File: src/rtl/fetch_unit_pkg.sv
// fetch_unit_pkg: shared fetch-stage types and constants
package fetch_unit_pkg;
   typedef enum logic [1:0] {BOOT, RUN, DRAIN} fetch_state_t;
   localparam logic [31:0] DEF_RESET_PC = 32'h0000_0000;
   localparam int INSTR_BYTES = 4;
endpackage

File: src/rtl/fetch_unit_if.sv
// fetch_unit_if: instruction-memory req/ack bus and decode valid/ready bus
interface fetch_unit_if #(parameter int XLEN = 32);
   logic            imem_req;
   logic [XLEN-1:0] imem_addr;
   logic            imem_ack;
   logic [31:0]     imem_rdata;
   logic            if_valid;
   logic            if_ready;
   logic [31:0]     if_instr;
   logic [XLEN-1:0] if_pc;
   logic [XLEN-1:0] if_pc_plus4;
   modport master (
      output imem_req, imem_addr, if_valid, if_instr, if_pc, if_pc_plus4,
      input  imem_ack, imem_rdata, if_ready
   );
   modport slave (
      input  imem_req, imem_addr, if_valid, if_instr, if_pc, if_pc_plus4,
      output imem_ack, imem_rdata, if_ready
   );
endinterface

File: src/rtl/fetch_buffer.sv
// fetch_buffer: one-entry valid/ready holding register for instr/pc/pc_plus4
module fetch_buffer #(
   parameter int XLEN = 32
) (
   input  logic            clk,
   input  logic            rst_n,
   input  logic            fill,
   input  logic            consume,
   input  logic            flush,
   input  logic [31:0]     d_instr,
   input  logic [XLEN-1:0] d_pc,
   input  logic [XLEN-1:0] d_pc_plus4,
   output logic            valid,
   output logic [31:0]     instr,
   output logic [XLEN-1:0] pc,
   output logic [XLEN-1:0] pc_plus4
);
   always_ff @(posedge clk or negedge rst_n) begin
      if (!rst_n) begin
         valid    <= 1'b0;
         instr    <= '0;
         pc       <= '0;
         pc_plus4 <= '0;
      end else begin
         // a same-cycle refill wins over the consume
         valid <= !flush && (fill || (valid && !consume));
         if (fill) begin
            instr    <= d_instr;
            pc       <= d_pc;
            pc_plus4 <= d_pc_plus4;
         end
      end
   end
endmodule

File: src/rtl/fetch_unit.sv
// fetch_unit: RV32I instruction fetch with PC, redirect/drain FSM and a
// one-entry output buffer towards decode
module fetch_unit
   import fetch_unit_pkg::*;
#(
   parameter int              XLEN     = 32,
   parameter logic [XLEN-1:0] RESET_PC = XLEN'(DEF_RESET_PC)
) (
   input  logic            clk,
   input  logic            rst_n,
   input  logic            PCSrc,
   input  logic [XLEN-1:0] PCTarget,
   output logic            misaligned,
   fetch_unit_if.master    bus
);
   fetch_state_t    state, state_n;
   logic [XLEN-1:0] pc, pc_n, redir_pc, redir_pc_n, pc_plus4;
   logic            redir, acc, fill;
   assign pc_plus4      = pc + XLEN'(INSTR_BYTES);
   assign redir         = PCSrc && PCTarget[1:0] == 2'b00;
   // an unacked request in RUN always leaves the buffer empty, so the rule holds req stable
   assign bus.imem_req  = (state == RUN && (!bus.if_valid || bus.if_ready)) || state == DRAIN;
   assign bus.imem_addr = pc;
   assign acc           = bus.imem_req && bus.imem_ack;
   always_comb begin
      state_n    = state;
      pc_n       = pc;
      redir_pc_n = redir_pc;
      fill       = 1'b0;
      case (state)
         BOOT: state_n = RUN;
         RUN: begin
            if (redir && bus.imem_req && !bus.imem_ack) begin
               state_n    = DRAIN;
               redir_pc_n = PCTarget;
            end else if (redir) begin
               pc_n = PCTarget;
            end else if (acc) begin
               fill = 1'b1;
               pc_n = pc_plus4;
            end
         end
         DRAIN: begin
            if (acc) begin
               state_n = RUN;
               pc_n    = redir ? PCTarget : redir_pc;
            end else if (redir) begin
               redir_pc_n = PCTarget;
            end
         end
         default: state_n = BOOT;
      endcase
   end
   always_ff @(posedge clk or negedge rst_n) begin
      if (!rst_n) begin
         state      <= BOOT;
         pc         <= RESET_PC;
         redir_pc   <= '0;
         misaligned <= 1'b0;
      end else begin
         state      <= state_n;
         pc         <= pc_n;
         redir_pc   <= redir_pc_n;
         misaligned <= PCSrc && PCTarget[1:0] != 2'b00;
      end
   end
   fetch_buffer #(.XLEN(XLEN)) u_buf (
      .clk        (clk),
      .rst_n      (rst_n),
      .fill       (fill),
      .consume    (bus.if_ready),
      .flush      (redir),
      .d_instr    (bus.imem_rdata),
      .d_pc       (pc),
      .d_pc_plus4 (pc_plus4),
      .valid      (bus.if_valid),
      .instr      (bus.if_instr),
      .pc         (bus.if_pc),
      .pc_plus4   (bus.if_pc_plus4)
   );
endmodule
File: src/flat_wrapper.sv
// flat-port wrapper written by rule: the top's interface ports become plain ports
module fetch_unit_flat import fetch_unit_pkg::*;
#(
   parameter int              XLEN     = 32,
   parameter logic [XLEN-1:0] RESET_PC = XLEN'(DEF_RESET_PC)
)
  (clk, rst_n, PCSrc, PCTarget, misaligned, bus_imem_req, bus_imem_addr, bus_if_valid, bus_if_instr, bus_if_pc, bus_if_pc_plus4, bus_imem_ack, bus_imem_rdata, bus_if_ready);
  fetch_unit_if #(.XLEN(XLEN)) bus_i ();
  input  logic clk;
  input  logic rst_n;
  input  logic PCSrc;
  input  logic [XLEN-1:0] PCTarget;
  output logic misaligned;
  output wire logic [$bits(bus_i.imem_req)-1:0] bus_imem_req;
  output wire logic [$bits(bus_i.imem_addr)-1:0] bus_imem_addr;
  output wire logic [$bits(bus_i.if_valid)-1:0] bus_if_valid;
  output wire logic [$bits(bus_i.if_instr)-1:0] bus_if_instr;
  output wire logic [$bits(bus_i.if_pc)-1:0] bus_if_pc;
  output wire logic [$bits(bus_i.if_pc_plus4)-1:0] bus_if_pc_plus4;
  input wire logic [$bits(bus_i.imem_ack)-1:0] bus_imem_ack;
  input wire logic [$bits(bus_i.imem_rdata)-1:0] bus_imem_rdata;
  input wire logic [$bits(bus_i.if_ready)-1:0] bus_if_ready;
  assign bus_imem_req = bus_i.imem_req;
  assign bus_imem_addr = bus_i.imem_addr;
  assign bus_if_valid = bus_i.if_valid;
  assign bus_if_instr = bus_i.if_instr;
  assign bus_if_pc = bus_i.if_pc;
  assign bus_if_pc_plus4 = bus_i.if_pc_plus4;
  assign bus_i.imem_ack = bus_imem_ack;
  assign bus_i.imem_rdata = bus_imem_rdata;
  assign bus_i.if_ready = bus_if_ready;
  fetch_unit #(.XLEN(XLEN), .RESET_PC(RESET_PC)) u_core (.clk(clk), .rst_n(rst_n), .PCSrc(PCSrc), .PCTarget(PCTarget), .misaligned(misaligned), .bus(bus_i));
endmodule
File: config.mk
export PLATFORM = sky130hd
export DESIGN_NAME = fetch_unit_flat
export DESIGN_NICKNAME = d
export VERILOG_FILES = /design/src/rtl/fetch_unit_pkg.sv /design/src/rtl/fetch_unit_if.sv /design/src/rtl/fetch_buffer.sv /design/src/rtl/fetch_unit.sv /design/src/flat_wrapper.sv
export SDC_FILE = /design/constraint.sdc
export NUM_CORES = 1
export LEC_CHECK = 0
export CAP_MARGIN = 15
export CORE_MARGIN = 2
export CORE_UTILIZATION = 44
export DETAILED_ROUTE_END_ITERATION = 8
export PLACE_DENSITY = 0.75
export RECOVER_POWER = 50
export SETUP_SLACK_MARGIN = 0.4
export SYNTH_ARGS = -nofsm -noshare
export SYNTH_HDL_FRONTEND = slang
export SYNTH_SLANG_ARGS = --single-unit
File: constraint.sdc
create_clock -name clk -period 1.8 [get_ports clk]
set_clock_uncertainty 0.15 [all_clocks]
set_input_delay 0.36 -clock clk [delete_from_list [all_inputs] [get_ports clk]]
set_output_delay 0.36 -clock clk [all_outputs]
set_load 0.02 [all_outputs]
==> results.cfg, run 1 <==
[run_status]
result_of_the_run = stopped before the end
lastStage = 5_1_grt
flow.first_error = [ERROR DPL-0038] Utilization greater than 100%, impossible to legalize

[yosys]
yosys-top-cells-area = sky130_fd_sc_hd__dfrtp_1 (54%), sky130_fd_sc_hd__nand2_1 (12%), sky130_fd_sc_hd__mux2_2 (4.5%), sky130_fd_sc_hd__o21ai_0 (3.8%), sky130_fd_sc_hd__a21oi_1 (2.3%)
yosysWarnings = 0
yosys.cell_count.top_type = sky130_fd_sc_hd__nand2_1
postSynth.asyncResetShare_pct = 100.0
syn-cell-area_mm2 = 0.007481
yosysTopAreaCellShare_pct = 54.19
postSynth.topFlopCell = sky130_fd_sc_hd__dfrtp_1
synth.largest_area_cell = sky130_fd_sc_hd__dfrtp_1
post_synth_num_cell_types = 60
netlist_instances = 803
synthesis.area_per_instance_um2 = 9.316
synth_commonest_cells = sky130_fd_sc_hd__nand2_1 (249), sky130_fd_sc_hd__dfrtp_1 (162), sky130_fd_sc_hd__o21ai_0 (57)
syn-num-nets = 873
synth-seq-cells = 162
synth_edf_count = 0
yosysSeqAreaShare_pct = 54.19

[placement]
place.port_buffers = 199
place_congestion = 0.8914
dpl.hpwl_um = 17290

[cts]
cts_buffers = 17
cts.htree.levels = 4
clk_path_buf_depth = 2
clockRootBuffer = sky130_fd_sc_hd__clkbuf_16
clock-sinks = 162

[sta]
worst_endpoint_kind = register data pin
repair-timing-grt-worst-ep = u_core.bus.imem_addr[25]$_DFFE_PN0P_/D

[floorplanning]
num_io_pins = 200
placementRows = 47
initial_utilization_pct = 45.11
chipWidth_um = 134.4
die_h_um = 134.4

[global_route]
grt_max_degree = 43
## cells by family after synthesis
logic type	Yosys count	synth area share [%]
adders and majority gates	1	0.1672
muxes	34	5.051
AOI/OAI and AO/OA	143	11.52
buffers and inverters	67	4.232
xor gates and xnor gates	26	3.044
and+or+nand+nor	370	21.79
DFF	162	54.19
## through the flow
| step | std cells | hold WS [ps] | instance area (um2) | setup WS, ps |
|---|---|---|---|---|
| 2_1_floorplan | 803 | -85.59 | 7968 | -178.7 |
| 3_3_place_gp | 1284 | 150.5 | 10790 | -646.4 |
| 3_5_place_dp | 1284 | 156.8 | 10790 | -660.7 |
| 4_1_cts | 1453 | 99.37 | 14110 | -115.1 |
## what timing repair did
item | in CTS
hold endpoints to repair | 36
gates resized for setup | 1078
endpoints found under the setup margin | 292
cloned | 27
pin swaps | 154
hold buffers | 1
buffers inserted | 110
==> inputs of run 2 (changes only) <==
--- a/config.mk
+++ b/config.mk
@@ -7,11 +7,10 @@
 export LEC_CHECK = 0
 export CAP_MARGIN = 15
 export CORE_MARGIN = 2
-export CORE_UTILIZATION = 44
+export CORE_UTILIZATION = 40
 export DETAILED_ROUTE_END_ITERATION = 8
-export PLACE_DENSITY = 0.75
+export PLACE_DENSITY_LB_ADDON = 0.15
 export RECOVER_POWER = 50
-export SETUP_SLACK_MARGIN = 0.4
 export SYNTH_ARGS = -nofsm -noshare
 export SYNTH_HDL_FRONTEND = slang
 export SYNTH_SLANG_ARGS = --single-unit
==> constraint.sdc (replaced) <==
create_clock -name clk -period 2.35 [get_ports clk]
set_clock_uncertainty 0.15 [all_clocks]
set_input_delay 0.47 -clock clk [delete_from_list [all_inputs] [get_ports clk]]
set_output_delay 0.47 -clock clk [all_outputs]
set_load 0.02 [all_outputs]
==> run 2 against run 1 <==
The flow now finishes without violations. Synthesized cell count unchanged. Area after synthesis unchanged.
==> results.cfg, run 2 <==
[run_status]
result_of_the_run = completed

[finish]
area_of_the_multi_input_gates_mm2 = 0.003146
nNetsFinal = 1114
post_route_cells_drive_above_1_share_pct = 14.00
fillCellCount = 1672
layout.cells.most_common_list = sky130_fd_sc_hd__nand2_1 (249), sky130_fd_sc_hd__clkdlybuf4s50_1 (187), sky130_fd_sc_hd__dfrtp_1 (162)
finish.cell_count_without_fillers = 1291
reg_area_mm2 = 0.004054
layout_commonest_cell = sky130_fd_sc_hd__nand2_1
area_added_between_synthesis_and_finish_pct = 44.04
antenna_cells = 0

[setup_path]
worst_r2r_path_depth = 7
setup.worst_path.start = u_core.bus.imem_addr[13]$_DFFE_PN0P_
setup.reg_to_reg.worst_slack_ps = 130
critical_path.reg2reg.endpoint = u_core.bus.imem_addr[24]$_DFFE_PN0P_
setup.worst_path.end_class = output port
critical_path.startpoint_type = register
slowest_delay_ps = 620
crit_path_max_fanout = 6
cpLargestDelayFamily = buffers and inverters
crit_chain = buf_4, clkdlybuf4s50_1
timing.critical_path.required_ps = 1730
critical_path.endpoint = bus_imem_addr[13]
regToRegStartpoint = u_core.bus.imem_addr[8]$_DFFE_PN0P_
worstSetupPathDepth = 2
kind_of_critical_path = register to output port
path_buf_inv = 2
critPathSlowestCell = sky130_fd_sc_hd__clkdlybuf4s50_1
critPathArrivalTime_ps = 1650

[drt]
routed_via_density = 5.132
wl_per_cell_um = 17.01
route.final.wire_length_um = 21970
antenna_violating_nets_post_route = 0
dr.pass1.iters = 5
route.vias.total = 6625
remaining_drc_errors = 0
drt_iter0_drc = 481

[placement]
dpl.hpwl_um = 15840
worst_slack_after_detailed_placement_ps = -334.0
place.port_buffers = 199
place.detailed.instances = 1257
place_congestion = 0.8145

[yosys]
yosys-top-cells-area = sky130_fd_sc_hd__dfrtp_1 (54%), sky130_fd_sc_hd__nand2_1 (12%), sky130_fd_sc_hd__mux2_2 (4.5%), sky130_fd_sc_hd__o21ai_0 (3.8%), sky130_fd_sc_hd__a21oi_1 (2.3%)
postSynth.topFlopCell = sky130_fd_sc_hd__dfrtp_1
syn-cell-area_mm2 = 0.007481
yosysWarnings = 0
synth_commonest_cells = sky130_fd_sc_hd__nand2_1 (249), sky130_fd_sc_hd__dfrtp_1 (162), sky130_fd_sc_hd__o21ai_0 (57)
syn-num-nets = 873
post_synth_num_cell_types = 60
synth_edf_count = 0
yosys.cell_count.top_type = sky130_fd_sc_hd__nand2_1
yosysTopAreaCellShare_pct = 54.19
yosysSeqAreaShare_pct = 54.19
postSynth.asyncResetShare_pct = 100.0
synthesis.area_per_instance_um2 = 9.316
synth.largest_area_cell = sky130_fd_sc_hd__dfrtp_1
synth-seq-cells = 162
netlist_instances = 803

[floorplanning]
core_region_area_mm2 = 0.01852
die_h_um = 140.8
placementRows = 50
num_io_pins = 200
floorplan.die_area_mm2 = 0.01981
chipWidth_um = 140.8
initial_utilization_pct = 40.40

[sta]
rsz0062_at_grt = yes
fin_crit_ps = 2268
timing.final.hold_violations = 0
setup_ws_ps = 81.76
setup_tns_ps = 0
setup_viol = 0
report.final.slew_viol_count = 0
worst_slew_pin_slew_ps = 1163
fin_crit_sh_pct = 96.52
clock.fmax_mhz = 440.9
slew_headroom_pct = 22.47

[cts]
worst_skew_pair.late_latency_ps = 430
cts_tree = built
clk_path_buf_depth = 2
cts_buffers = 17
path_clk_slew_ps = 60
cts.htree.levels = 4
clockRootBuffer = sky130_fd_sc_hd__clkbuf_16
clock-sinks = 162

[hold_path]
hold_class = register to register

[power]
p_sw_uw = 3866
pwr-share-comb_pct = 38.1
total_leakage_power_uw = 0.004879
power_frac_clock_pct = 25.2
power_density_mw_per_mm2 = 1022
seq_power_share_pct = 36.6
irDropWorstVdd_mv = 0.5654
power_switching_share_pct = 35.11
internal-power_uw = 7145

[flow_run]
timing.max_cap.violations = 0

[global_route]
global_route_wire_length_before_repair_um = 35350
initial_antenna_violation_count = 0
number_of_global_route_vias_before_repair = 6426
grt_overflow_total = 0
grt_util_all_layers_pct = 22.80
grt_max_degree = 48
## run 2: cells by family after synthesis
logic type               after synthesis  share of synthesized area (%)
buffers and inverters                 67                          4.232
XOR/XNOR                              26                          3.044
adder cells (fa/ha/maj)                1                         0.1672
flip-flops                           162                          54.19
AO/OA/AOI/OAI                        143                          11.52
multiplexers                          34                          5.051
AND/OR/NAND/NOR                      370                          21.79
## run 2: what timing repair did
action / in CTS / in global routing
gates resized for setup: 1 / 3
setup buffers: 0 / 1
pin swaps: 0 / 1
gates cloned: 0 / 0
setup endpoints to repair: 1 / 6
endpoints found under the hold margin: 42 / 0
hold buffers: 1 / 0
## run 2: power by group through the flow
stage               Combinational [uW]  Clock, uW  Sequential [uW]
finish                            4200       2780             4030
global route                      4520       2960             4140
CTS                               4270       2840             4040
detailed placement                4250          0             4080
global placement                  4200          0             4050
floorplan                         1270          0             4840
## run 2: how the worst min path moves through the flow
stage                                  startpoint                             endpoint  slack [ps]  depth (start not counted)
6_report        u_core.u_buf.instr[1]$_DFFE_PN0P_    u_core.u_buf.instr[1]$_DFFE_PN0P_         320                          2
4_1_cts        u_core.u_buf.instr[17]$_DFFE_PN0P_   u_core.u_buf.instr[17]$_DFFE_PN0P_         330                          2
3_3_place_gp                                rst_n    u_core.u_buf.instr[1]$_DFFE_PN0P_         280                          1
3_5_place_dp                                rst_n    u_core.u_buf.instr[1]$_DFFE_PN0P_         280                          1
5_1_grt         u_core.u_buf.instr[4]$_DFFE_PN0P_    u_core.u_buf.instr[4]$_DFFE_PN0P_         340                          2
2_1_floorplan                               rst_n  u_core.bus.imem_addr[0]$_DFFE_PN0P_          20                          0
## run 2: per-stage QoR
stage | util (%) | total power (uW) | cell area, um2 | hold WS (ps)
2_1_floorplan | - | 6103 | 7481 | 24.41
3_3_place_gp | 55.22 | 8257 | 10230 | 285.0
3_5_place_dp | 55.22 | 8325 | 10230 | 278.7
4_1_cts | 58.49 | 11140 | 10830 | 327.3
5_1_grt | 58.19 | 11630 | 10780 | 341.4
6_report | 58.19 | 11010 | 10780 | 316.9
## run 2: worst min-delay path, stage by stage, from the launching register on
cell	delay (ps)
sky130_fd_sc_hd__dfrtp_1	330
sky130_fd_sc_hd__nand2_1	50
sky130_fd_sc_hd__nand2_1	60
## run 2: area by class of cell
type                    count  area share [%]
repair buffers            276           24.48
clock buffers              25           4.877
multi-input cells         574           29.19
well taps                 234           2.717
clock inverters             7          0.6619
inverters                  13          0.4529
flip-flops and latches    162           37.62
## run 2: metal layers
metal	vias up	part of all wire (%)	global-route usage, %
met5	-	0	0
met2	263	44	34.22
met1	3140	47	32.88
met4	0	1.3	6.632
met3	24	7.2	5.740
li1	3198	-	-
Note: power is estimated with default switching activity, not from simulation.
==> inputs of run 3 (changes only) <==
--- a/config.mk
+++ b/config.mk
@@ -7,7 +7,7 @@
 export LEC_CHECK = 0
 export CAP_MARGIN = 15
 export CORE_MARGIN = 2
-export CORE_UTILIZATION = 40
+export CORE_UTILIZATION = 49
 export DETAILED_ROUTE_END_ITERATION = 8
 export PLACE_DENSITY_LB_ADDON = 0.15
 export RECOVER_POWER = 50
==> run 3 against run 2 <==
Flip-flop and latch count did not move. Count of clock-buffer cells in the layout fell by 5. Total power up 1.9%. Non-clock buffer count decreased by 3. Global-route usage is 4.5 points higher. Routed wire length down 0.89%. Clock power rose by 7.2%. Sequential share of layout area is 0.20 points higher. Critical path type unchanged. Worst hold slack worse by 2.1 ps.
==> results.cfg, run 3 (synthesis results as in run 2) <==
[floorplanning]
placementRows = 45
num_io_pins = 200
chipWidth_um = 127.6
floorplan.die_area_mm2 = 0.01627
initial_utilization_pct = 49.76
core_region_area_mm2 = 0.01503
die_h_um = 127.6

[setup_path]
cpLargestDelayFamily = buffers and inverters
crit_chain = clkdlybuf4s50_1
setup.worst_path.end_class = output port
crit_path_max_fanout = 9
worstSetupPathDepth = 1
setup.reg_to_reg.worst_slack_ps = 190
setup.worst_path.start = u_core.bus.imem_addr[26]$_DFFE_PN0P_
slowest_delay_ps = 680
path_buf_inv = 1
kind_of_critical_path = register to output port
timing.critical_path.required_ps = 1730
critical_path.reg2reg.endpoint = u_core.bus.imem_addr[23]$_DFFE_PN0P_
critical_path.endpoint = bus_imem_addr[26]
critical_path.startpoint_type = register
critPathSlowestCell = sky130_fd_sc_hd__clkdlybuf4s50_1
regToRegStartpoint = u_core.bus.imem_addr[12]$_DFFE_PN0P_
worst_r2r_path_depth = 6
critPathArrivalTime_ps = 1660

[global_route]
use_met1_pct = 39.07
grt_overflow_total = 0
number_of_global_route_vias_before_repair = 6537
grt_use_met3_pct = 7.245
grt.met2_usage_pct = 41.40
grt.busiest_layer = met2
grt_util_all_layers_pct = 27.31
initial_antenna_violation_count = 0
grt_max_degree = 51
global_route_wire_length_before_repair_um = 34870

[finish]
nNetsFinal = 1111
finalInstanceArea_mm2 = 0.01072
layout.cells.most_common_list = sky130_fd_sc_hd__nand2_1 (249), sky130_fd_sc_hd__dfrtp_1 (162), sky130_fd_sc_hd__clkdlybuf4s50_1 (158)
layout_commonest_cell = sky130_fd_sc_hd__nand2_1
final_util_pct = 71.30
post_route_cells_drive_above_1_share_pct = 13.85
antenna_cells = 0
area_added_between_synthesis_and_finish_pct = 43.28
finish.cell_count_without_fillers = 1242

[drt]
drt_iter0_drc = 539
route.vias.total = 6761
route.final.wire_length_um = 21770
antenna_violating_nets_post_route = 0
dr.pass1.iters = 5
wl_per_cell_um = 17.53
remaining_drc_errors = 0
routed_via_density = 5.444

[placement]
postPlaceCellArea_mm2 = 0.01014
place.detailed.instances = 1209
dpl.hpwl_um = 15880
place_congestion = 0.8859
place.port_buffers = 199

[flow_run]
timing.max_cap.violations = 0

[hold_path]
hp-start = u_core.u_buf.instr[30]$_DFFE_PN0P_
hold_class = register to register
whs_path_depth = 2

[power]
total_leakage_power_uw = 0.004927
power_density_mw_per_mm2 = 1047
power_uw = 11220
irDropWorstVdd_mv = 0.5204

[cts]
clk_path_buf_depth = 2
post_cts.repair.setup_buffers = 0
clock-sinks = 162
worst_skew_pair.late_latency_ps = 420
cts_tree = built
cts.htree.levels = 4
path_clk_slew_ps = 60
cts_buffers = 17
clockRootBuffer = sky130_fd_sc_hd__clkbuf_16

[sta]
rsz0062_at_grt = yes
setup_viol = 0
worst_slew_pin_slew_ps = 992.9
fin_crit_sh_pct = 97.22
report.final.slew_viol_count = 0
slew_headroom_pct = 33.81
timing.final.hold_violations = 0
hold-worst-slack_ps = 314.9
clock.fmax_mhz = 437.7
fin_crit_ps = 2285

[run_status]
result_of_the_run = completed
## run 3: cell count changes in the layout (fill, tap and decap cells not counted), moves of 2 or more
cell                              previous run  this run
sky130_fd_sc_hd__clkbuf_8                    7         2
sky130_fd_sc_hd__clkdlybuf4s50_1           187       158
sky130_fd_sc_hd__dlygate4sd3_1              11        40
sky130_fd_sc_hd__bufinv_16                   1         4
sky130_fd_sc_hd__clkbuf_1                    4         2
## run 3: repair_timing
| item | CTS | global route |
|---|---|---|
| hold buffers | 1 | 0 |
| resized for setup | 1 | 2 |
| endpoints found under the hold margin | 36 | 0 |
| setup endpoints to repair | 1 | 3 |
## run 3: area by class of cell
class                   count  area (um2)
fillers                  1157        4314
well taps                 188       235.2
clock inverters            12       178.9
clock buffers              20       456.7
inverters                  13       48.80
flip-flops and latches    162        4054
repair buffers            273        2613
multi-input cells         574        3133
## run 3: stage by stage
stage | worst slack, ps | setup TNS (ps)
2_1_floorplan | 256.8 | 0
3_3_place_gp | -218.0 | -10880
3_5_place_dp | -238.3 | -13350
4_1_cts | 52.53 | 0
5_1_grt | -16.32 | -28.10
6_report | 65.30 | 0
## run 3: worst register-to-register path: cells and delay by family (launching register included)
family	cells	cell delay (ps)
and+or+nand+nor	3	740
AOI/OAI and AO/OA	2	500
DFF	1	460
buffers and inverters	1	240
## run 3: how the worst min path moves through the flow
stage                                                     end  slack, ps
final                      u_core.u_buf.instr[30]$_DFFE_PN0P_        310
after global routing       u_core.u_buf.instr[26]$_DFFE_PN0P_        330
after CTS                  u_core.u_buf.instr[30]$_DFFE_PN0P_        330
after detailed placement      u_core.u_buf.pc[20]$_DFFE_PN0P_        260
after global placement        u_core.u_buf.pc[20]$_DFFE_PN0P_        260
after floorplan           u_core.bus.imem_addr[0]$_DFFE_PN0P_         20
## run 3: metal layers
metal | up-vias | part of all wire [%]
met1 | 3265 | 45
li1 | 3190 | -
met2 | 284 | 46
met5 | - | 0
met3 | 22 | 8.3
met4 | 0 | 1.3
## run 3: where the power goes
| part | switching, uW | internal [uW] |
|---|---|---|
| clock | 1140 | 1840 |
| combinational | 2290 | 1900 |
| sequential | 502 | 3540 |
==> inputs of run 4 (changes only) <==
--- a/config.mk
+++ b/config.mk
@@ -7,7 +7,7 @@
 export LEC_CHECK = 0
 export CAP_MARGIN = 15
 export CORE_MARGIN = 2
-export CORE_UTILIZATION = 49
+export CORE_UTILIZATION = 50
 export DETAILED_ROUTE_END_ITERATION = 8
 export PLACE_DENSITY_LB_ADDON = 0.15
 export RECOVER_POWER = 50
==> constraint.sdc (replaced) <==
create_clock -name clk -period 2.73 [get_ports clk]
set_clock_uncertainty 0.15 [all_clocks]
set_input_delay 0.546 -clock clk [delete_from_list [all_inputs] [get_ports clk]]
set_output_delay 0.546 -clock clk [all_outputs]
set_load 0.02 [all_outputs]
==> run 4 against run 3 <==
The run now ends with max-capacitance violations, max-slew violations left. Routed wire length shrank 4.2%. Global-route usage shrank 0.16 points. Die area shrank 1.9%. Critical path depth grew 4. Final cell count shrank 3.1%. Total power shrank 19%. Largest cell class unchanged.
==> results.cfg, run 4 (synthesis results as in run 2) <==
[drt]
remaining_drc_errors = 0
wl_per_cell_um = 17.33
dr.pass1.iters = 5
drt_iter0_drc = 376
routed_via_density = 5.486
route.vias.total = 6600
route.final.wire_length_um = 20850
antenna_violating_nets_post_route = 0

[global_route]
grt_util_all_layers_pct = 27.15
grt_overflow_total = 0
number_of_global_route_vias_before_repair = 6443
grt_max_degree = 74
global_route_wire_length_before_repair_um = 34270
initial_antenna_violation_count = 0

[cts]
clock-sinks = 162
clockRootBuffer = sky130_fd_sc_hd__clkbuf_16
path_clk_slew_ps = 60
cts_buffers = 17
cts_tree = built
worst_skew_pair.late_latency_ps = 420
clk_path_buf_depth = 2
cts.htree.levels = 4

[power]
irDropWorstVdd_mv = 0.4884
power_density_mw_per_mm2 = 876.4
total_leakage_power_uw = 0.004760
power_uw = 9132

[sta]
worst_slew_pin_slew_ps = 1563
slew_headroom_pct = -4.191
rsz0062_at_grt = no
setup_viol = 0
timing.final.hold_violations = 0
setup_ws_ps = 73.10
report.final.slew_viol_count = 56
fin_crit_sh_pct = 97.32
fin_crit_ps = 2657
hold-worst-slack_ps = 314.1
clock.fmax_mhz = 376.4

[floorplanning]
floorplan.die_area_mm2 = 0.01596
num_io_pins = 200
chipWidth_um = 126.3
die_h_um = 126.3
core_region_area_mm2 = 0.01459
initial_utilization_pct = 51.28
placementRows = 44

[setup_path]
path_buf_inv = 3
kind_of_critical_path = input pin to output port
crit_path_max_fanout = 2
crit_chain = clkdlybuf4s50_1, nand2b_1, a21oi_1, inv_1, clkdlybuf4s50_1
critical_path.endpoint = bus_imem_req
timing.critical_path.required_ps = 2030
critPathSlowestCell = sky130_fd_sc_hd__clkdlybuf4s50_1
setup.reg_to_reg.worst_slack_ps = 440
critical_path.reg2reg.endpoint = u_core.bus.imem_addr[27]$_DFFE_PN0P_
cpLargestDelayFamily = buffers and inverters
slowest_delay_ps = 550
worstSetupPathDepth = 5
cp_common_cell = sky130_fd_sc_hd__clkdlybuf4s50_1
setup.worst_path.end_class = output port
critPathArrivalTime_ps = 1960
worst_r2r_path_depth = 7
critical_path.startpoint_type = input pin
regToRegStartpoint = u_core.state[1]$_DFFE_PN0P_
setup.worst_path.start = bus_if_ready

[run_status]
violations = max-capacitance violations, max-slew violations
result_of_the_run = finished with violations

[flow_run]
timing.max_cap.violations = 1

[finish]
area_added_between_synthesis_and_finish_pct = 39.29
layout.cells.most_common_list = sky130_fd_sc_hd__nand2_1 (249), sky130_fd_sc_hd__dfrtp_1 (162), sky130_fd_sc_hd__clkdlybuf4s50_1 (146)
reg_area_mm2 = 0.004054
area_of_the_multi_input_gates_mm2 = 0.003123
post_route_cells_drive_above_1_share_pct = 10.89
nNetsFinal = 1080
finish.cell_count_without_fillers = 1203
layout_commonest_cell = sky130_fd_sc_hd__nand2_1
final_util_pct = 71.42
fillCellCount = 1112
antenna_cells = 0

[placement]
dpl.hpwl_um = 14750
place_congestion = 0.9024
place.detailed.instances = 1174
place.port_buffers = 199
worst_slack_after_detailed_placement_ps = -61.90

[hold_path]
hold_class = register to register
[run 4: worst min path at each step]
stage	start	to	slack (ps)	cells past startpoint
5_1_grt	u_core.u_buf.instr[22]$_DFFE_PN0P_	u_core.u_buf.instr[22]$_DFFE_PN0P_	340	2
6_report	u_core.u_buf.instr[6]$_DFFE_PN0P_	u_core.u_buf.instr[6]$_DFFE_PN0P_	310	2
3_3_place_gp	u_core.u_buf.instr[29]$_DFFE_PN0P_	u_core.u_buf.instr[29]$_DFFE_PN0P_	310	2
3_5_place_dp	u_core.u_buf.instr[29]$_DFFE_PN0P_	u_core.u_buf.instr[29]$_DFFE_PN0P_	310	2
2_1_floorplan	rst_n	u_core.bus.imem_addr[0]$_DFFE_PN0P_	100	0
4_1_cts	u_core.u_buf.instr[29]$_DFFE_PN0P_	u_core.u_buf.instr[29]$_DFFE_PN0P_	330	2
[run 4: power by group]
part	switching (uW)	internal [uW]	total (uW)
sequential	500	3050	3550
combinational	1830	1530	3360
clock	899	1320	2220
[run 4: worst min-delay path, cell delays in order (launching register included)]
cell and delay (ps):
sky130_fd_sc_hd__dfrtp_1 330, sky130_fd_sc_hd__nand2_1 50, sky130_fd_sc_hd__nand2_1 50
[run 4: per-stage QoR]
stage          cell area [um2]  setup TNS [ps]
3_3_place_gp              9891          -5.253
6_report                 10420               0
3_5_place_dp              9891          -324.0
2_1_floorplan             7481               0
5_1_grt                  10420               0
4_1_cts                  10440               0
[run 4: area by class of cell]
type	count	area share, %
Sequential cell	162	38.90
Inverter	13	0.4683
Tap cell	184	2.209
Clock inverter	6	0.5524
Timing Repair Buffer	242	23.25
Clock buffer	22	4.647
Multi-Input combinational cell	574	29.97
[run 4: timing repair]
action / in CTS / in global routing
hold buffers: 1 / 0
hold endpoints to repair: 52 / 0
setup endpoints to repair: 0 / 1
resized for setup: 0 / 1
buffers inserted: 0 / 0
[run 4: layer usage]
layer / wire length (um) / track usage, % / up-vias
met5: 0 / 0 / -
met2: 9301 / 39.91 / 291
met4: 354 / 8.727 / 0
met3: 1725 / 7.128 / 31
li1: - / - / 3117
met1: 9466 / 39.72 / 3161
==> RTL change 1 (settings of run 4) <==
`XLEN` is set to 32 in 4 places; all go to 48.
--- a/src/rtl/fetch_unit_if.sv
+++ b/src/rtl/fetch_unit_if.sv
@@ -1,3 +1,3 @@
 // fetch_unit_if: instruction-memory req/ack bus and decode valid/ready bus
-interface fetch_unit_if #(parameter int XLEN = 32);
+interface fetch_unit_if #(parameter int XLEN = 48);
    logic            imem_req;
--- a/src/rtl/fetch_buffer.sv
+++ b/src/rtl/fetch_buffer.sv
@@ -2,3 +2,3 @@
 module fetch_buffer #(
-   parameter int XLEN = 32
+   parameter int XLEN = 48
 ) (
--- a/src/rtl/fetch_unit.sv
+++ b/src/rtl/fetch_unit.sv
@@ -5,3 +5,3 @@
 #(
-   parameter int              XLEN     = 32,
+   parameter int              XLEN     = 48,
    parameter logic [XLEN-1:0] RESET_PC = XLEN'(DEF_RESET_PC)
--- a/src/flat_wrapper.sv
+++ b/src/flat_wrapper.sv
@@ -3,3 +3,3 @@
 #(
-   parameter int              XLEN     = 32,
+   parameter int              XLEN     = 48,
    parameter logic [XLEN-1:0] RESET_PC = XLEN'(DEF_RESET_PC)
Interface: changed (resized PCTarget, bus_if_pc, bus_if_pc_plus4 and bus_imem_addr); port bits go from 200 to 264. No check against the original RTL was run, so the function may have changed too.
==> RTL change 1 against run 4 <==
Critical path depth unchanged; wire length increased by 57%; worst setup slack improved by 0.039 ns; design area increased by 44%; sequential cell count increased by 64; sequential power increased by 41%; synthesized area increased by 43%; power increased by 51%; clock power increased by 50%; global-route usage increased by 1.5 points.
==> RTL change 1: results (changes against run 4) <==
Status
  – Status: finished clean (was finished, violations left)

Power and ir drop
  – Total combinational power: 5.49 mW (was 3.36 mW)
  – Sw frac: 35.57% (was 35.39%)
  – Pleak: 6.676 nW (was 4.760 nW)
  – Total power: 13.82 mW (was 9.132 mW)
  – Worst vdd ir: 0.6014 mV (was 0.4884 mV)

Synth
  – Most instantiated cells after synthesis: 336 x nand2_1, 226 x dfrtp_1, 75 x clkbuf_1 (was 249 x nand2_1, 162 x dfrtp_1, 57 x o21ai_0)
  – Syn nets: 1234 (was 873)
  – Post-synthesis instance total: 1148 (was 803)
  – Register area share after synthesis: 53.05% (was 54.19%)
  – Area contributors post-synth: dfrtp_1 53%, nand2_1 12%, mux2_2 5.0% (was dfrtp_1 54%, nand2_1 12%, mux2_2 4.5%)
  – Synth unique cells: 57 (was 60)

CTS
  – Worst-case clock buffer depth: 3 (was 2)
  – Post-CTS sizing: 1 (was 0)
  – H-tree depth: 1 (was 4)
  – CTS buffer count: 25 (was 17)

Detailed routing
  – Number of DRC markers in iteration 0: 756 (was 376)
  – Drt wl/cell: 18.79 um (was 17.33 um)
  – Vias post-DR: 9693 (was 6600)
  – Vias/cell: 5.567 (was 5.486)

Placed design
  – Dpl cells: 1697 (was 1174)
  – HPWL Detailed: 23.33 mm (was 14.75 mm)
  – Placed standard-cell area: 14250 um2 (was 9891 um2)
  – IO buf count: 263 (was 199)
  – Final GP Congestion: 0.9269 (was 0.9024)

Setup path
  – Reg2reg path depth: 5 (was 7)
  – CP max stage cell: or4_4 (was clkdlybuf4s50_1)
  – Crit Reg-Reg Endpoint: u_core.bus.imem_addr[41] (was u_core.bus.imem_addr[27])
  – Worst Path Max Fanout: 5 (was 2)
  – R2R setup slack: 0.11 ns (was 0.44 ns)
  – Critical path class: reg2reg (was in2out)
  – Delay-heaviest family, CP: simple AND/OR/NAND/NOR gates (was buffers and inverters)
  – Largest stage delay, worst path: 0.62 ns (was 0.55 ns)

Worst hold path
  – Hold path depth: 2 (unchanged)
  – Hold Crit Endpoint: u_core.u_buf.pc[33] (was u_core.u_buf.instr[6])
  – Min-delay src: u_core.u_buf.pc[33] (was u_core.u_buf.instr[6])

Global route
  – Largest net degree at the start of global routing: 63 (was 74)
  – First-pass GRT wire length: 50.91 mm (was 34.27 mm)
  – Number of global-route vias before repair: 9476 (was 6443)
  – Initial antenna violation count: 2 (was 0)
  – Total GRT Usage: 28.62% (was 27.15%)

STA
  – Worst Tran Pin Value: 0.9555 ns (was 1.563 ns)
  – Hold_ws: 0.3238 ns (was 0.3141 ns)

Finish
  – Share of cells above drive strength 1: 13.78% (was 10.89%)
  – Layout area overhead: 40.36% (was 39.29%)
  – Number of fill cells: 1652 (was 1112)
==> RTL change 1: logic make-up after synthesis <==
logic type	count (synthesis)	share of synthesized area, %
xor gates and xnor gates	38	3.122
buffers and inverters	102	3.967
muxes	58	6.044
adders and majority gates	1	0.1173
AOI/OAI and AO/OA	198	11.40
DFF	226	53.05
and+or+nand+nor	525	22.31
==> RTL change 1: per-layer routing <==
layer / up-vias / global-route usage [%] / part of all wire [%]
li1: 4527 / - / -
met1: 4689 / 39.31 / 43
met2: 414 / 45.57 / 46
met3: 59 / 6.585 / 9.3
met4: 4 / 8.443 / 2.1
met5: - / 0 / 0.083
==> RTL change 1: layout make-up <==
class / instances / area share (%)
flip-flops and latches: 226 / 37.79
multi-input cells: 820 / 30.79
repair buffers: 369 / 23.50
clock buffers: 34 / 4.741
well taps: 275 / 2.299
clock inverters: 9 / 0.6773
inverters: 8 / 0.2007
==> RTL change 2 (config.mk and constraints of run 4) <==
Without the edit above. Re-encode `fetch_state_t` (3 states) as one-hot, 3 bits wide.
--- a/src/rtl/fetch_unit_pkg.sv
+++ b/src/rtl/fetch_unit_pkg.sv
@@ -2,3 +2,3 @@
 package fetch_unit_pkg;
-   typedef enum logic [1:0] {BOOT, RUN, DRAIN} fetch_state_t;
+   typedef enum logic [2:0] {BOOT = 3'b001, RUN = 3'b010, DRAIN = 3'b100} fetch_state_t;
    localparam logic [31:0] DEF_RESET_PC = 32'h0000_0000;
Check against the original RTL: no difference found for any inputs over 4 cycles, from zero or initial values and one cycle with rst_n low; so few cycles prove little.
==> RTL change 2 against run 4 <==
First-iteration DRC count is 0.27% lower; sequential cell count rose by 1; design area fell by 0.73%; core utilization is essentially flat; synthesized cell count fell by 23%; die area fell by 1.5%; worst setup slack improved by 0.11 ns; largest cell class unchanged; wire length shrank 6.6%; critical path type is now in2reg; non-clock buffer count decreased by 1; final cell count fell by 14%; synthesized area down 1.5%; sequential share of layout area is 0.55 points higher; largest power group is now combinational cells; power increased by 29%.
==> RTL change 2: results (changes against run 4) <==
Synth
  – Syn nets: 685 (was 873)
  – Post-synthesis instance total: 615 (was 803)
  – Synth unique cells: 57 (was 60)
  – Yosys warning count: 0 (unchanged)
  – Register area share after synthesis: 55.39% (was 54.19%)
  – Most instantiated cells after synthesis: 162 x dfrtp_1, 104 x mux2_2, 60 x nor2_1 (was 249 x nand2_1, 162 x dfrtp_1, 57 x o21ai_0)
  – Area contributors post-synth: dfrtp_1 55%, mux2_2 16%, nor2_1 3.1% (was dfrtp_1 54%, nand2_1 12%, mux2_2 4.5%)
  – Post-synth ARST share: 100.0% (unchanged)

Status
  – Status: finished clean (was finished, violations left)

Placed design
  – HPWL Detailed: 13.91 mm (was 14.75 mm)
  – Placed standard-cell area: 9791 um2 (was 9891 um2)
  – Final GP Congestion: 0.8581 (was 0.9024)

Power and ir drop
  – Worst vdd ir: 0.6830 mV (was 0.4884 mV)
  – Pleak: 4.490 nW (was 4.760 nW)

Detailed routing
  – Number of DRC markers in iteration 0: 375 (was 376)
  – Vias/cell: 5.656 (was 5.486)
  – First-pass DRT Iterations: 6 (was 5)
  – Detailed Route WL: 19.47 mm (was 20.85 mm)

CTS
  – Reg clk slew, reported paths: 0.06 ns (about the same)
  – CTS buffer count: 17 (unchanged)
  – Root Buffer: clkbuf_16 (unchanged)

Global route
  – Number of global-route vias before repair: 6041 (was 6443)
  – Total GRT Usage: 24.90% (was 27.15%)
  – Met3 global-route usage: 6.461% (was 7.128%)
  – First-pass GRT wire length: 30.91 mm (was 34.27 mm)
  – Largest net degree at the start of global routing: 70 (was 74)
  – Met2 Usage GRT: 41.34% (was 39.91%)
  – Global Route met1 Usage: 31.12% (was 39.72%)

Finish
  – Nets: 905 (was 1080)
  – Final non-filler cell total: 1032 (was 1203)
  – N_diodes: 0 (unchanged)
  – Number of fill cells: 1007 (was 1112)
  – Share of cells above drive strength 1: 22.64% (was 10.89%)

Setup path
  – Delay-heaviest family, CP: simple AND/OR/NAND/NOR gates (was buffers and inverters)
  – CP max stage cell: dlygate4sd3_1 (was clkdlybuf4s50_1)
  – Critical path class: in2reg (was in2out)
  – Critical path arrival: 2.71 ns (was 1.96 ns)
  – Worst Path Max Fanout: 10 (was 2)

STA
  – Worst Tran Pin Value: 1.327 ns (was 1.563 ns)
## RTL change 2: report_power, final
group / internal, mW / switching (mW)
logic: 2.60 / 2.56
clock network: 1.34 / 0.928
registers: 3.49 / 0.826
total: 7.43 / 4.31
## RTL change 2: cell families (layout without fill, tap and decap cells)
family | after synthesis | after routing | synth area share, %
xor gates and xnor gates | 29 | 29 | 3.448
adders and majority gates | 1 | 1 | 0.1698
DFF | 163 | 163 | 55.39
buffers and inverters | 50 | 283 | 3.465
AOI/OAI and AO/OA | 129 | 129 | 11.06
and+or+nand+nor | 132 | 132 | 9.580
muxes | 111 | 111 | 16.88
## RTL change 2: final timing paths
path	start	end	slack, ns	depth (start not counted)
min in group asynchronous	rst_n	u_core.u_buf.instr[0]	0.80	2
setup / recovery	PCTarget[0]	u_core.redir_pc[4]	0.18	5
setup reg to reg	u_core.state[2]	u_core.u_buf.pc[3]	0.28	6
hold / removal	u_core.u_buf.pc_plus4[13]	u_core.u_buf.pc_plus4[13]	0.34	1
max in group asynchronous	rst_n	u_core.state[0]	0.59	3
hold reg to reg	u_core.u_buf.pc_plus4[13]	u_core.u_buf.pc_plus4[13]	0.34	1
## RTL change 2: through the flow
stage | hold slack, ns | power, mW | utilization, % | setup TNS, ns | worst slack [ns]
CTS | 0.3480 | 12.02 | 71.60 | 0 | 0.02540
global placement | 0.3240 | 9.517 | 67.62 | 0 | 0.03824
floorplan | 0.1004 | 7.045 | - | 0 | 0.5008
finish | 0.3385 | 11.74 | 71.44 | 0 | 0.1781
detailed placement | 0.3334 | 9.711 | 67.62 | -0.1495 | -0.02249
global route | 0.3472 | 12.36 | 71.44 | 0 | 0.08082
## RTL change 2: cell type report
| cell class | instances | area, um2 | share of cell area, % |
|---|---|---|---|
| well taps | 184 | 230.2 | 2.226 |
| clock inverters | 10 | 81.33 | 0.7863 |
| clock buffers | 22 | 484.2 | 4.681 |
| inverters | 10 | 37.54 | 0.3629 |
| repair buffers | 241 | 2402 | 23.22 |
| multi-input cells | 402 | 3027 | 29.26 |
| flip-flops and latches | 163 | 4081 | 39.46 |
## RTL change 2: worst reg2reg max path: stages (launching register included)
cell and delay (ns):
dfrtp_1 0.43, and2b_2 0.31, a21oi_2 0.08, buf_4 0.15
nor4b_4 0.34, clkbuf_2 0.48, mux2_2 0.40
## RTL change 2: what timing repair did
action,in CTS,in global routing
endpoints found under the hold margin,49,0
setup endpoints to repair,0,1
gates resized for setup,0,2
hold buffers,1,0
## RTL change 2: per-layer routing
layer | vias up | share of wire (%)
met5 | - | 0
met4 | 0 | 1.9
met3 | 38 | 7.3
met2 | 229 | 50
met1 | 2911 | 41
li1 | 2659 | -
